<file path="src/rtl/mem_rdata_unpack.sv">
// mem_rdata_unpack: accepts 256-bit AXI4 read beats into a small FIFO and
// serialises each beat into OUT_WIDTH-bit words (least-significant word first)
// on a valid/ready stream. Tracks accepted beats, sticky error and done flags,
// and marks the last word of a programmed transfer length.
module mem_rdata_unpack #(
    parameter int DATA_WIDTH  = 256,
    parameter int OUT_WIDTH   = 32,
    parameter int ID_WIDTH    = 1,
    parameter int RUSER_WIDTH = 1,
    parameter int FIFO_DEPTH  = 4,
    parameter int CNT_WIDTH   = 16
) (
    input  logic                   clk_i,
    input  logic                   reset_n_i,
    input  logic                   clear_i,
    input  logic [CNT_WIDTH-1:0]   expected_beats_i,
    input  logic [ID_WIDTH-1:0]    s_axi_rid_i,
    input  logic [DATA_WIDTH-1:0]  s_axi_rdata_i,
    input  logic [1:0]             s_axi_rresp_i,
    input  logic                   s_axi_rlast_i,
    input  logic [RUSER_WIDTH-1:0] s_axi_ruser_i,
    input  logic                   s_axi_rvalid_i,
    output logic                   s_axi_rready_o,
    output logic [OUT_WIDTH-1:0]   m_data_o,
    output logic                   m_valid_o,
    input  logic                   m_ready_i,
    output logic                   m_last_o,
    output logic [CNT_WIDTH-1:0]   beat_count_o,
    output logic                   err_o,
    output logic                   done_o
);

    localparam int RATIO = DATA_WIDTH / OUT_WIDTH;
    localparam int IDX_W = (RATIO > 1) ? $clog2(RATIO) : 1;
    localparam int PTR_W = $clog2(FIFO_DEPTH);

    localparam logic [IDX_W-1:0]     IDX_LAST = IDX_W'(RATIO - 1);
    localparam logic [IDX_W-1:0]     IDX_ONE  = IDX_W'(1);
    localparam logic [IDX_W-1:0]     IDX_ZERO = IDX_W'(0);
    localparam logic [PTR_W:0]       PTR_ONE  = (PTR_W + 1)'(1);
    localparam logic [PTR_W:0]       PTR_ZERO = (PTR_W + 1)'(0);
    localparam logic [CNT_WIDTH-1:0] CNT_ONE  = CNT_WIDTH'(1);
    localparam logic [CNT_WIDTH-1:0] CNT_ZERO = CNT_WIDTH'(0);
    localparam logic [CNT_WIDTH-1:0] CNT_MAX  = {CNT_WIDTH{1'b1}};

    typedef enum logic [0:0] {
        ST_EMPTY = 1'b0,
        ST_HOLD  = 1'b1
    } state_e;

    state_e                  state_q, state_d;
    logic [DATA_WIDTH-1:0]   beat_q, beat_d;
    logic [IDX_W-1:0]        idx_q, idx_d;
    logic [CNT_WIDTH-1:0]    popped_q, popped_d;
    logic [CNT_WIDTH-1:0]    beat_cnt_q, beat_cnt_d;
    logic                    err_q, err_d;
    logic                    done_q, done_d;
    logic [PTR_W:0]          wptr_q, wptr_d;
    logic [PTR_W:0]          rptr_q, rptr_d;
    logic [DATA_WIDTH-1:0]   mem_q [FIFO_DEPTH];

    logic                    fifo_full_s;
    logic                    fifo_empty_s;
    logic [DATA_WIDTH-1:0]   fifo_rdata_s;
    logic                    rready_s;
    logic                    push_s;
    logic                    pop_s;
    logic                    hold_s;
    logic                    m_last_s;
    logic                    unused_s;

    // Sideband fields carry no information for single-beat bursts.
    assign unused_s = ^{s_axi_rid_i, s_axi_rlast_i, s_axi_ruser_i};

    // Extra pointer bit distinguishes full from empty when the indices match.
    assign fifo_empty_s = (wptr_q == rptr_q);
    assign fifo_full_s  = (wptr_q[PTR_W] != rptr_q[PTR_W]) &&
                          (wptr_q[PTR_W-1:0] == rptr_q[PTR_W-1:0]);
    assign fifo_rdata_s = mem_q[rptr_q[PTR_W-1:0]];

    // Ready is held low while in reset so nothing is accepted before the block is up.
    assign rready_s = !fifo_full_s && !clear_i && reset_n_i;
    assign push_s   = s_axi_rvalid_i && rready_s;
    assign hold_s   = (state_q == ST_HOLD);
    assign m_last_s = hold_s && (idx_q == IDX_LAST) &&
                      (popped_q == expected_beats_i) && (expected_beats_i != CNT_ZERO);

    assign s_axi_rready_o = rready_s;
    assign m_valid_o      = hold_s;
    assign m_data_o       = hold_s ? beat_q[OUT_WIDTH*int'(idx_q) +: OUT_WIDTH]
                                   : {OUT_WIDTH{1'b0}};
    assign m_last_o       = m_last_s;
    assign beat_count_o   = beat_cnt_q;
    assign err_o          = err_q;
    assign done_o         = done_q;

    // Next-state logic: unpack sequencing, FIFO pointers, counters and sticky flags.
    always_comb begin
        state_d    = state_q;
        beat_d     = beat_q;
        idx_d      = idx_q;
        popped_d   = popped_q;
        beat_cnt_d = beat_cnt_q;
        err_d      = err_q;
        done_d     = done_q;
        wptr_d     = wptr_q;
        rptr_d     = rptr_q;
        pop_s      = 1'b0;

        if (clear_i) begin
            state_d    = ST_EMPTY;
            idx_d      = IDX_ZERO;
            popped_d   = CNT_ZERO;
            beat_cnt_d = CNT_ZERO;
            err_d      = 1'b0;
            done_d     = 1'b0;
            wptr_d     = PTR_ZERO;
            rptr_d     = PTR_ZERO;
        end else begin
            case (state_q)
                ST_EMPTY: begin
                    if (!fifo_empty_s) begin
                        pop_s = 1'b1;
                    end else begin
                        pop_s = 1'b0;
                    end
                end
                ST_HOLD: begin
                    if (m_ready_i) begin
                        if (m_last_s) begin
                            done_d = 1'b1;
                        end else begin
                            done_d = done_q;
                        end
                        // Last word of a beat chains straight into the next beat when one is waiting.
                        if (idx_q != IDX_LAST) begin
                            idx_d = idx_q + IDX_ONE;
                        end else if (!fifo_empty_s) begin
                            pop_s = 1'b1;
                        end else begin
                            state_d = ST_EMPTY;
                        end
                    end else begin
                        idx_d = idx_q;
                    end
                end
                default: begin
                    state_d = ST_EMPTY;
                end
            endcase

            if (pop_s) begin
                state_d = ST_HOLD;
                beat_d  = fifo_rdata_s;
                idx_d   = IDX_ZERO;
                rptr_d  = rptr_q + PTR_ONE;
                // Saturate so extra beats past the transfer never re-match expected_beats_i by wrapping.
                if (popped_q != CNT_MAX) begin
                    popped_d = popped_q + CNT_ONE;
                end else begin
                    popped_d = popped_q;
                end
            end else begin
                rptr_d = rptr_q;
            end

            if (push_s) begin
                wptr_d     = wptr_q + PTR_ONE;
                beat_cnt_d = beat_cnt_q + CNT_ONE;
                if (s_axi_rresp_i != 2'b00) begin
                    err_d = 1'b1;
                end else begin
                    err_d = err_q;
                end
            end else begin
                wptr_d = wptr_q;
            end
        end
    end

    // State registers with asynchronous active-low reset.
    always_ff @(posedge clk_i or negedge reset_n_i) begin
        if (!reset_n_i) begin
            state_q    <= ST_EMPTY;
            beat_q     <= {DATA_WIDTH{1'b0}};
            idx_q      <= IDX_ZERO;
            popped_q   <= CNT_ZERO;
            beat_cnt_q <= CNT_ZERO;
            err_q      <= 1'b0;
            done_q     <= 1'b0;
            wptr_q     <= PTR_ZERO;
            rptr_q     <= PTR_ZERO;
        end else begin
            state_q    <= state_d;
            beat_q     <= beat_d;
            idx_q      <= idx_d;
            popped_q   <= popped_d;
            beat_cnt_q <= beat_cnt_d;
            err_q      <= err_d;
            done_q     <= done_d;
            wptr_q     <= wptr_d;
            rptr_q     <= rptr_d;
        end
    end

    // FIFO storage; contents are only meaningful between the pointers, so no reset.
    always_ff @(posedge clk_i) begin
        if (push_s) begin
            mem_q[wptr_q[PTR_W-1:0]] <= s_axi_rdata_i;
        end
    end

endmodule
</file>
<file path="config.mk">
export PLATFORM = sky130hd
export DESIGN_NAME = mem_rdata_unpack
export DESIGN_NICKNAME = d
export VERILOG_FILES = /design/src/rtl/mem_rdata_unpack.sv
export SDC_FILE = /design/constraint.sdc
export NUM_CORES = 1
export LEC_CHECK = 0
export CORE_ASPECT_RATIO = 1.4
export CORE_MARGIN = 2
export CORE_UTILIZATION = 30
export CTS_CLUSTER_DIAMETER = 120
export CTS_CLUSTER_SIZE = 25
export DETAILED_ROUTE_END_ITERATION = 8
export GPL_ROUTABILITY_DRIVEN = 0
export MAX_ROUTING_LAYER = met4
export PLACE_DENSITY = 0.56
export RECOVER_POWER = 100
export SLEW_MARGIN = 15
export SYNTH_ARGS = -nofsm -noshare
export SYNTH_HDL_FRONTEND = slang
export SYNTH_SLANG_ARGS = --single-unit
</file>
<file path="constraint.sdc">
create_clock -name clk_i -period 11 [get_ports clk_i]
set_input_delay 1.65 -clock clk_i [delete_from_list [all_inputs] [get_ports clk_i]]
set_output_delay 1.65 -clock clk_i [all_outputs]
set_load 0.01 [all_outputs]
</file>
==> impl_metrics.yaml, run 1 <==
clock_tree:
  postCtsSetupRepairBufs: 0
  cts_made_buffers: 60
  cts_hold_buf: 0
  postCtsResizedCells: 0
  tritoncts: "yes"
  clockBufferDepth: 3
  clock_latency_ns: 0.69
  htreeDepth: 2
  cts.sinks: 1324
  cts-root-buf: "clkbuf_16"
  cts.clk_slew.worst_paths_ns: 0.10
timing:
  fmax_ghz: 0.132
  fin_ws_ns: 3.40
  rsz0062_at_grt: "false"
  slew_headroom_pct: -122
  setup_viol: 0
  fin_worst_skew_ns: 0.0225
  finalCritPeriodShare_pct: 69.1
  post-route-min-period_ns: 7.60
  fin_setup_tns_ns: 0
  worst_pin_slew_ns: 3.33
  finalHoldViolCount: 0
  final-max-slew-violation-count: 347
outcome:
  outcome: "finished, violations left"
  violations: "capacitance limit, slew limit"
yosys:
  syn_nets: 2593
  synthesis.area_sq_um: 51000
  yosysTopAreaCell: "edfxtp_1"
  yosysUniqueCellTypes: 56
  ys.flop_type: "edfxtp_1"
  yosys.area.top_type_share_pct: 60.4
  synth-async-reset-ratio_pct: 22.7
  netlist_top_cells_area: "edfxtp_1 (60%), dfrtp_1 (15%), mux4_2 (14%), mux2_1 (4.8%), mux2_2 (0.88%)"
  synth_edf_count: 1024
  ys_warn_count: 0
  synth_area_per_cell_sq_um: 22.1
  ys_seq_area_share_pct: 75.1
  synthCells: 2302
  ys_ff_latch: 1324
worst_setup_path:
  critPathMaxFanout: 21
  crit_family: "buffers and inverters"
  required_ns: 9.35
  rr_worst_depth: 8
  r2r_slack_ns: 4.42
  path_cells: "clkbuf_1, mux4_2, mux2i_1, nor2b_1, dlygate4sd3_1"
  r2r-end: "beat_q[1]"
  start_kind: "flip-flop"
  critical_path_class: "flip-flop to primary output"
  arrival_ns: 5.95
  critical_path_buf_inv_count: 2
  r2r_start: "idx_q[0]"
  worst_path_max_delay_cell: "clkbuf_1"
  slowest_delay_ns: 1.99
  cp-end-kind: "primary output"
drt:
  wl_per_cell_um: 23.2
  drc_errors: 0
  final_antenna_net_count: 0
  drt_iter0_markers: 1571
  num_vias: 22900
  vias_per_cell: 4.60
  drt_first_pass_iters: 5
  drt_wl_total_um: 116000
floorplanning:
  design.portCount: 335
  initial_core_util_pct: 30.1
  core_area_sq_um: 169000
  die_h_um: 492
  die_w_um: 352
  dieArea_sq_um: 173000
  num_rows: 179
pwr:
  pwr_density_cell_nw_per_um2: 191
  ir_drop_uv: 170
  leakagePower_nw: 18.7
global_route:
  grt_usage_pct: 13.7
  grt_pass1_wl_um: 170000
  grt-ovfl-total: 0
  antenna_found_initial: 98
  grt_max_degree: 130
  grt_pass1_vias: 24100
finish:
  final_cell_mix: "edfxtp_1 (1024), mux4_2 (320), dlygate4sd3_1 (306), dfrtp_1 (296), mux2_1 (218)"
  final_common_cell: "edfxtp_1"
  nets: 2899
  area_growth_pct: 15.4
  drive_above_1_share_pct: 17.6
placement:
  hpwl_um: 69100
  place_ws_ns: 5.49
  io_buffers: 331
worst_hold_path:
  worstHoldEndpoint: "beat_q[144]"
  worstHoldStart: "beat_q[144]"
  hold_class: "flip-flop to flip-flop"
  holdPathStages: 1
run:
  drv_cap: 11
-- power breakdown --
part / leakage, nW / total (mW) / internal (mW) / switching [mW]
clock network: 0.846 / 2.62 / 1.08 / 1.54
registers: 12.9 / 6.26 / 5.94 / 0.325
logic: 4.94 / 2.35 / 1.26 / 1.09
total: 18.7 / 11.2 / 8.29 / 2.95
-- routing by layer --
layer	GRT usage, %	vias to the layer above	part of all wire, %
met4	3.05	0	2.3
li1	-	10100	-
met2	22.9	511	50
met1	16.5	12200	40
met3	3.80	143	7.3
met5	-	-	0
-- stage by stage --
stage	utilization, %	cells	area, sq um	total power [mW]	hold WS (ns)
detailed placement	33.6	4808	56900	8.91	0.469
floorplan	-	2302	51000	7.92	0.452
global placement	33.6	4808	56900	8.87	0.461
finish	34.7	4986	58800	11.2	0.484
global route	34.7	4967	58700	11.8	0.506
CTS	34.7	4918	58700	11.6	0.491
-- sequential cells by signal (all words and copies together), names as in the netlist --
name / cells
popped_q: 16
err_o: 1
wptr_q: 3
idx_q: 3
done_o: 1
rptr_q: 3
beat_count_o: 16
beat_q: 256
m_valid_o: 1
mem_q: 1024
-- final cells by class --
class | count | area [sq um]
timing repair buffer | 364 | 3670
clock buffer | 104 | 1690
tap | 2262 | 2830
clock inverter | 6 | 88.8
fill | 15900 | 111000
antenna | 68 | 170
inverter | 10 | 37.5
multi-input combinational | 848 | 12000
sequential | 1324 | 38300
-- cell usage after synthesis, drive strengths merged (2+ instances only) --
library cell and number:
buf 70, xnor2 26, nand4 8, nor2b 34
nor4 11, xor2 13, o31ai 7, or3 7
nand2 14, nand2b 2, a21oi 12, clkbuf 50
inv 10, o211ai 2, mux2i 35, or4 5
ha 9, nor2 28, edfxtp 1024, and2 6
o21ai 11, dfrtp 300, nand3 11, nor3 10
mux2 259, mux4 320, and4 3
-- logic make-up (layout without fill, tap and decap cells) --
group	Yosys count	count (layout)	share of synthesized area (%)
simple gates	146	146	1.64
buf+inv	130	484	1.24
mux	614	614	20.6
other cells	0	68	0
flops	1324	1324	75.1
compound gates	40	40	0.557
fa+ha+maj	9	9	0.221
xor+xnor	39	39	0.700
-- worst max path at each step --
stage               cells past startpoint  startpoint            to
floorplan                               5     clear_i   mem_q[1][0]
global placement                        7   m_ready_i     beat_q[3]
detailed placement                      7   m_ready_i     beat_q[2]
CTS                                     5    idx_q[0]  m_data_o[26]
global route                            5    idx_q[0]   m_data_o[8]
finish                                  5    idx_q[0]  m_data_o[10]
Note: power is estimated with default switching activity, not from simulation.
==> run 2: changes to the inputs <==
Clock period 11 ns to 7.52 ns, I/O delays scaled along.
==> run 2 against run 1 <==
The flow still finishes with violations (capacitance limit, slew limit). Sequential power rose by 46%. Non-clock buffer count rose by 6. Die area did not move. Via count rose by 1.1%. Utilization barely moved.
==> impl_metrics.yaml, run 2 (same netlist as run 1, synthesis figures left out) <==
floorplanning:
  core_area_sq_um: 169000
  die_h_um: 492
  die_w_um: 352
  design.portCount: 335
  num_rows: 179
  dieArea_sq_um: 173000
  initial_core_util_pct: 30.1
finish:
  largest_reg_flops: 1024
  final_cell_mix: "edfxtp_1 (1024), mux4_2 (320), dlygate4sd3_1 (306), dfrtp_1 (296), mux2_1 (218)"
  drive_above_1_share_pct: 17.8
  area_growth_pct: 15.5
  final_common_cell: "edfxtp_1"
  nets: 2906
  fin_util_pct: 34.8
worst_setup_path:
  start_kind: "flip-flop"
  critical_path_class: "flip-flop to flip-flop"
  arrival_ns: 6.07
  cp-end-kind: "flip-flop"
  critPathMaxFanout: 59
  required_ns: 7.80
  r2r_start: "rptr_q[0]"
  rr_worst_depth: 4
  r2r_slack_ns: 1.72
  r2r-end: "mem_q[3][34]"
drt:
  drt_wl_total_um: 117000
  drt_first_pass_iters: 5
  drt_iter0_markers: 1532
  wl_per_cell_um: 23.5
  drc_errors: 0
  vias_per_cell: 4.63
  num_vias: 23200
  final_antenna_net_count: 0
timing:
  slew_headroom_pct: -152
  fin_worst_skew_ns: 0.0267
  fin_setup_tns_ns: 0
  fmax_ghz: 0.172
  finalCritPeriodShare_pct: 77.1
  worst_pin_slew_ns: 3.78
  setup_viol: 0
  finalHoldViolCount: 0
  post-route-min-period_ns: 5.80
  final-max-slew-violation-count: 720
  fin_ws_ns: 1.72
  rsz0062_at_grt: "false"
outcome:
  outcome: "finished, violations left"
  violations: "capacitance limit, slew limit"
placement:
  place_ws_ns: 3.08
  io_buffers: 331
  hpwl_um: 71300
clock_tree:
  cts_made_buffers: 61
  postCtsResizedCells: 0
  cts-root-buf: "clkbuf_16"
  tritoncts: "yes"
  cts.sinks: 1324
  clockBufferDepth: 3
  postCtsSetupRepairBufs: 0
  htreeDepth: 2
  cts.clk_slew.worst_paths_ns: 0.10
  clock_latency_ns: 0.70
  cts_hold_buf: 0
global_route:
  grt_pass1_vias: 24400
  grt_usage_pct: 13.9
  grt_pass1_wl_um: 172000
  grt_max_degree: 119
  grt-ovfl-total: 0
  antenna_found_initial: 108
pwr:
  pwr_density_cell_nw_per_um2: 280
  leakagePower_nw: 18.7
  ir_drop_uv: 211
worst_hold_path:
  hold_class: "primary input to asynchronous set/reset pin"
run:
  drv_cap: 12
[run 2: worst max path at each step]
stage	slack, ns	cells after the start	start	endpoint
final	1.72	4	rptr_q[0]	mem_q[3][34]
after CTS	2.26	5	idx_q[0]	m_data_o[27]
after global routing	1.08	4	rptr_q[0]	mem_q[3][67]
after global placement	3.09	5	idx_q[0]	m_data_o[27]
after floorplan	1.84	5	clear_i	mem_q[0][0]
after detailed placement	3.08	5	idx_q[0]	m_data_o[27]
[run 2: area by class of cell]
type / instances / area (sq um)
Multi-Input combinational cell: 848 / 12000
Inverter: 10 / 37.5
Clock inverter: 7 / 97.6
Antenna cell: 81 / 203
Fill cell: 15900 / 110000
Sequential cell: 1324 / 38300
Tap cell: 2262 / 2830
Timing Repair Buffer: 370 / 3690
Clock buffer: 104 / 1700
[run 2: stage by stage]
step	instances	hold WS, ns	total power, mW	cell area [sq um]
floorplan	2302	0.452	11.6	51000
global placement	4814	0.462	13.0	57100
detailed placement	4814	0.469	13.0	57100
CTS	4925	0.336	16.9	58900
global route	4991	0.343	17.3	58800
finish	5006	0.358	16.4	58900
[run 2: worst max-delay path, cell delays in order (launching register included)]
cell	delay (ns)
dfrtp_1	1.92
xor2_1	0.44
o311a_1	0.52
and2_4	0.82
clkbuf_2	1.52
[run 2: power breakdown]
group | internal (mW) | switching (mW)
sequential | 8.69 | 0.477
combinational | 1.85 | 1.59
clock | 1.58 | 2.27
[run 2: routing by layer]
metal,global-route usage (%),vias up,wire length [um]
li1,-,10100,-
met1,16.8,12500,46800
met2,23.1,496,59000
met3,4.05,153,9210
met4,2.83,0,2420
met5,-,-,0
